===== src/rtl/gray_updown_counter.sv =====
// Up/down Gray-code counter with binary load, wrap or saturate mode,
// registered binary and Gray outputs and terminal-count flags.
module gray_updown_counter #(
    parameter int p_WIDTH    = 4,
    parameter bit p_SATURATE = 1'b0
) (
    input  logic               iw_clk,
    input  logic               iw_reset,
    input  logic               iw_en,
    input  logic               iw_inc,
    input  logic               iw_dec,
    input  logic               iw_load,
    input  logic [p_WIDTH-1:0] iwv_load_bin,
    output logic [p_WIDTH-1:0] owv_gray,
    output logic [p_WIDTH-1:0] owv_bin,
    output logic               ow_at_max,
    output logic               ow_at_min,
    output logic               ow_boundary
);

    localparam logic [p_WIDTH-1:0] MAX_VAL = '1;
    localparam logic [p_WIDTH-1:0] ONE     = p_WIDTH'(1);

    logic [p_WIDTH-1:0] bin_q, bin_d;
    logic [p_WIDTH-1:0] gray_q, gray_d;
    logic               boundary_q, boundary_d;
    logic               step_up, step_dn;

    assign step_up = iw_en & iw_inc & ~iw_dec;
    assign step_dn = iw_en & iw_dec & ~iw_inc;

    always_comb begin
        bin_d      = bin_q;
        boundary_d = 1'b0;
        if (iw_load) begin
            bin_d = iwv_load_bin;
        end else if (step_up) begin
            if (bin_q == MAX_VAL) begin
                boundary_d = 1'b1;
                if (!p_SATURATE) bin_d = '0;
            end else begin
                bin_d = bin_q + ONE;
            end
        end else if (step_dn) begin
            if (bin_q == '0) begin
                boundary_d = 1'b1;
                if (!p_SATURATE) bin_d = MAX_VAL;
            end else begin
                bin_d = bin_q - ONE;
            end
        end
        // Gray is derived from the next binary so both registers agree.
        gray_d = bin_d ^ (bin_d >> 1);
    end

    always_ff @(posedge iw_clk) begin
        if (iw_reset) begin
            bin_q      <= '0;
            gray_q     <= '0;
            boundary_q <= 1'b0;
        end else begin
            bin_q      <= bin_d;
            gray_q     <= gray_d;
            boundary_q <= boundary_d;
        end
    end

    assign owv_bin     = bin_q;
    assign owv_gray    = gray_q;
    assign ow_boundary = boundary_q;
    assign ow_at_max   = (bin_q == MAX_VAL);
    assign ow_at_min   = (bin_q == '0);

endmodule


===== config.mk =====
export PLATFORM = sky130hd
export DESIGN_NAME = gray_updown_counter
export DESIGN_NICKNAME = d
export VERILOG_FILES = /design/src/rtl/gray_updown_counter.sv
export SDC_FILE = /design/constraint.sdc
export NUM_CORES = 1
export LEC_CHECK = 0
export ABC_AREA = 1
export CORE_MARGIN = 2
export CORE_UTILIZATION = 25
export CTS_CLUSTER_DIAMETER = 100
export CTS_CLUSTER_SIZE = 24
export DETAILED_ROUTE_END_ITERATION = 10
export SYNTH_ARGS = -nofsm -noshare
export SYNTH_HDL_FRONTEND = slang
export SYNTH_SLANG_ARGS = --single-unit

===== constraint.sdc =====
create_clock -name iw_clk -period 1.77 [get_ports iw_clk]
set_clock_uncertainty 0.15 [all_clocks]
set_input_delay 0.177 -clock iw_clk [delete_from_list [all_inputs] [get_ports iw_clk]]
set_output_delay 0.177 -clock iw_clk [all_outputs]
set_load 0.03 [all_outputs]

==> metrics.cfg <==
[cts]
cts_tree = done
postCtsSetupRepairBufs = 0
cts_hold_buf = 0
numCtsBuffers = 3
root_buffer = clkbuf_4
htree_levels = 1
clock_latency_ns = 0.25
path_clk_slew_ns = 0.05
clock_path_buffers = 2
numClockSinks = 8

[power]
ir_worst_vdd_mv = 0.480
p_per_area_mw_per_mm2 = 637
leakage_nw = 0.434

[setup_path]
path_delay_family = buffers and inverters
cp_max_fo = 6
r2r_slack_ns = 0.11
reg2reg_depth = 9
path_cells = buf_4 -> clkdlybuf4s50_1
slowest_stage = clkdlybuf4s50_1
worstPathArrival_ns = 1.37
required_ns = 1.44
reg2reg_to = owv_gray[0]
r2r-start = owv_bin[0]
crit_type = reg -> out
cp-end-kind = output port
critPathBufInv = 2
max_stage_delay_ns = 0.66
crit_path_start_kind = flip-flop

[timing]
tns_ns = 0
period_share_pct = 96.1
slew_headroom_pct = 79.5
slew_viol_final = 0
setup_viol = 0
rsz0062_at_grt = false
timing.fmax_mhz = 588
hold_violations = 0
fin_crit_ns = 1.70
hold_ws_ns = 0.389
tightest_slew_ns = 0.307

[synth]
syn_avg_cell_area_um2 = 6.19
ys_seq_area_share_pct = 27.8
synth_nets = 105
yosysTopAreaCell = dfxtp_1
ys_ff_latch = 8
synthTopCellsByArea = dfxtp_1, nand2_1, nor2_1
ys_types = 19
yosys.area.top_type_share_pct = 27.8
syn_inst = 93
yosysWarnings = 0
syn-cell-area_um2 = 576

[layout]
syn2layout_area_growth_pct = 54.8
fillerInstances = 235
antennaDiodeCount = 0
nets = 135
final_area_um2 = 891
layout-drive-gt1-share_pct = 26.4
fin_cells = 149

[hold_path]
min_path_cells = 3
hold_class = in -> reg
hold_end = owv_bin[3]
hold_path.startpoint = iwv_load_bin[3]

[placement]
gp_congestion = 0.858
post_dp_cell_area_um2 = 856
dp.cells = 146
dp_hpwl_mm = 1.14
portBuffers = 20

[drt]
initialDrtViolationCount = 4
routed_via_density = 4.23
ant_nets = 0
drc = 0
firstDrtPassIters = 4
wl_mm = 1.39
post_drt_wl_per_cell_um = 9.32
vias = 631

[floorplanning]
initial_core_util_pct = 26.3
dieArea_mm2 = 0.00270
rows = 17
ioPinCount = 21
die_h_um = 52.0
die_w_um = 52.0
core_mm2 = 0.00219

[global_routing]
grt_max_degree = 9
overflow = 0
grt_pass1_vias = 518
grt_usage_pct = 11.2
grt_pass1_wl_mm = 2.22
antenna_found_initial = 0

[flow_run]
cap_viol_max_count = 0

[outcome]
status = finished, final reports clean

==> timing repair <==
item,in CTS,in global routing
pin swaps,0,5
endpoints found under the setup margin,1,3
resized for setup,1,6
==> how the worst max path moves through the flow <==
stage          slack (ns)  startpoint           to  cells past startpoint
2_1_floorplan        0.08  owv_bin[0]  owv_gray[0]                     10
3_3_place_gp        -0.02      iw_dec  owv_gray[1]                     10
3_5_place_dp        -0.04       iw_en  owv_gray[0]                     10
4_1_cts              0.05  owv_bin[0]   owv_bin[0]                      2
5_1_grt            0.0003  owv_bin[0]  owv_gray[1]                     13
6_report             0.07  owv_bin[2]   owv_bin[2]                      2
==> through the flow <==
step	power (W)	util [%]	setup WS [ns]
2_1_floorplan	0.000341	-	0.0786
3_3_place_gp	0.000431	39.1	-0.0223
3_5_place_dp	0.000431	39.1	-0.0441
4_1_cts	0.000574	40.0	0.0528
5_1_grt	0.000614	40.7	0.000331
6_report	0.000567	40.7	0.0695
==> cell families after synthesis <==
family                     synth area share, %
AOI/OAI and AO/OA                         11.3
and+or+nand+nor                           46.1
buffers and inverters                     10.4
adders and majority gates                 4.35
DFF                                       27.8
==> placed cells by master (no fill, tap or decap), types with 3 or more instances in the layout <==
master	Yosys	final
nor2_1	15	13
nand3_1	5	5
inv_1	13	13
clkbuf_4	0	3
buf_4	1	7
a21oi_1	5	5
nand2_1	25	23
clkdlybuf4s50_1	0	18
dfxtp_1	8	6
nand2_2	7	9
nor2_2	2	3
==> registers in the layout (all words and copies together), names as in the netlist <==
signal and count:
ow_boundary 1, owv_gray 3, owv_bin 4
==> worst reg2reg max path, delay by kind of cell, from the launching register on <==
family                   cells  cell delay, ns
AND/OR/NAND/NOR              4            0.25
adder cells (fa/ha/maj)      1            0.29
AO/OA/AOI/OAI                2            0.31
flip-flops                   1            0.32
buffers and inverters        2            0.23
==> final cells by class <==
class / instances / area (um2) / share of cell area (%)
Multi-Input combinational cell: 70 / 377 / 42.3
Timing Repair Buffer: 26 / 241 / 27.1
Sequential cell: 8 / 163 / 18.3
Inverter: 14 / 52.6 / 5.90
Tap cell: 28 / 35.0 / 3.93
Clock buffer: 3 / 22.5 / 2.53
==> Yosys cell counts <==
master    number
nand3_2        1
nand2_1       25
o21ai_0        1
nand3_1        5
nor2_4         1
nand3b_1       1
inv_2          1
ha_1           2
nand2_2        7
inv_1         13
nor2_1        15
buf_4          1
a21oi_4        1
a21oi_1        5
nor2_2         2
o21ai_2        1
nor3_1         1
o21ai_1        2
dfxtp_1        8
==> power breakdown <==
group | switching (W) | internal [W]
clock network | 0.0000573 | 0.0000773
registers | 0.00000562 | 0.000196
logic | 0.000132 | 0.0000986
==> per-layer routing <==
| layer | GRT usage [%] | routed length (um) | vias up |
|---|---|---|---|
| met1 | 14.3 | 631 | 273 |
| met4 | 0 | 0 | 0 |
| li1 | - | - | 342 |
| met5 | 0 | 0 | - |
| met2 | 17.7 | 643 | 16 |
| met3 | 6.03 | 114 | 0 |
(Power assumes the default switching activity.)
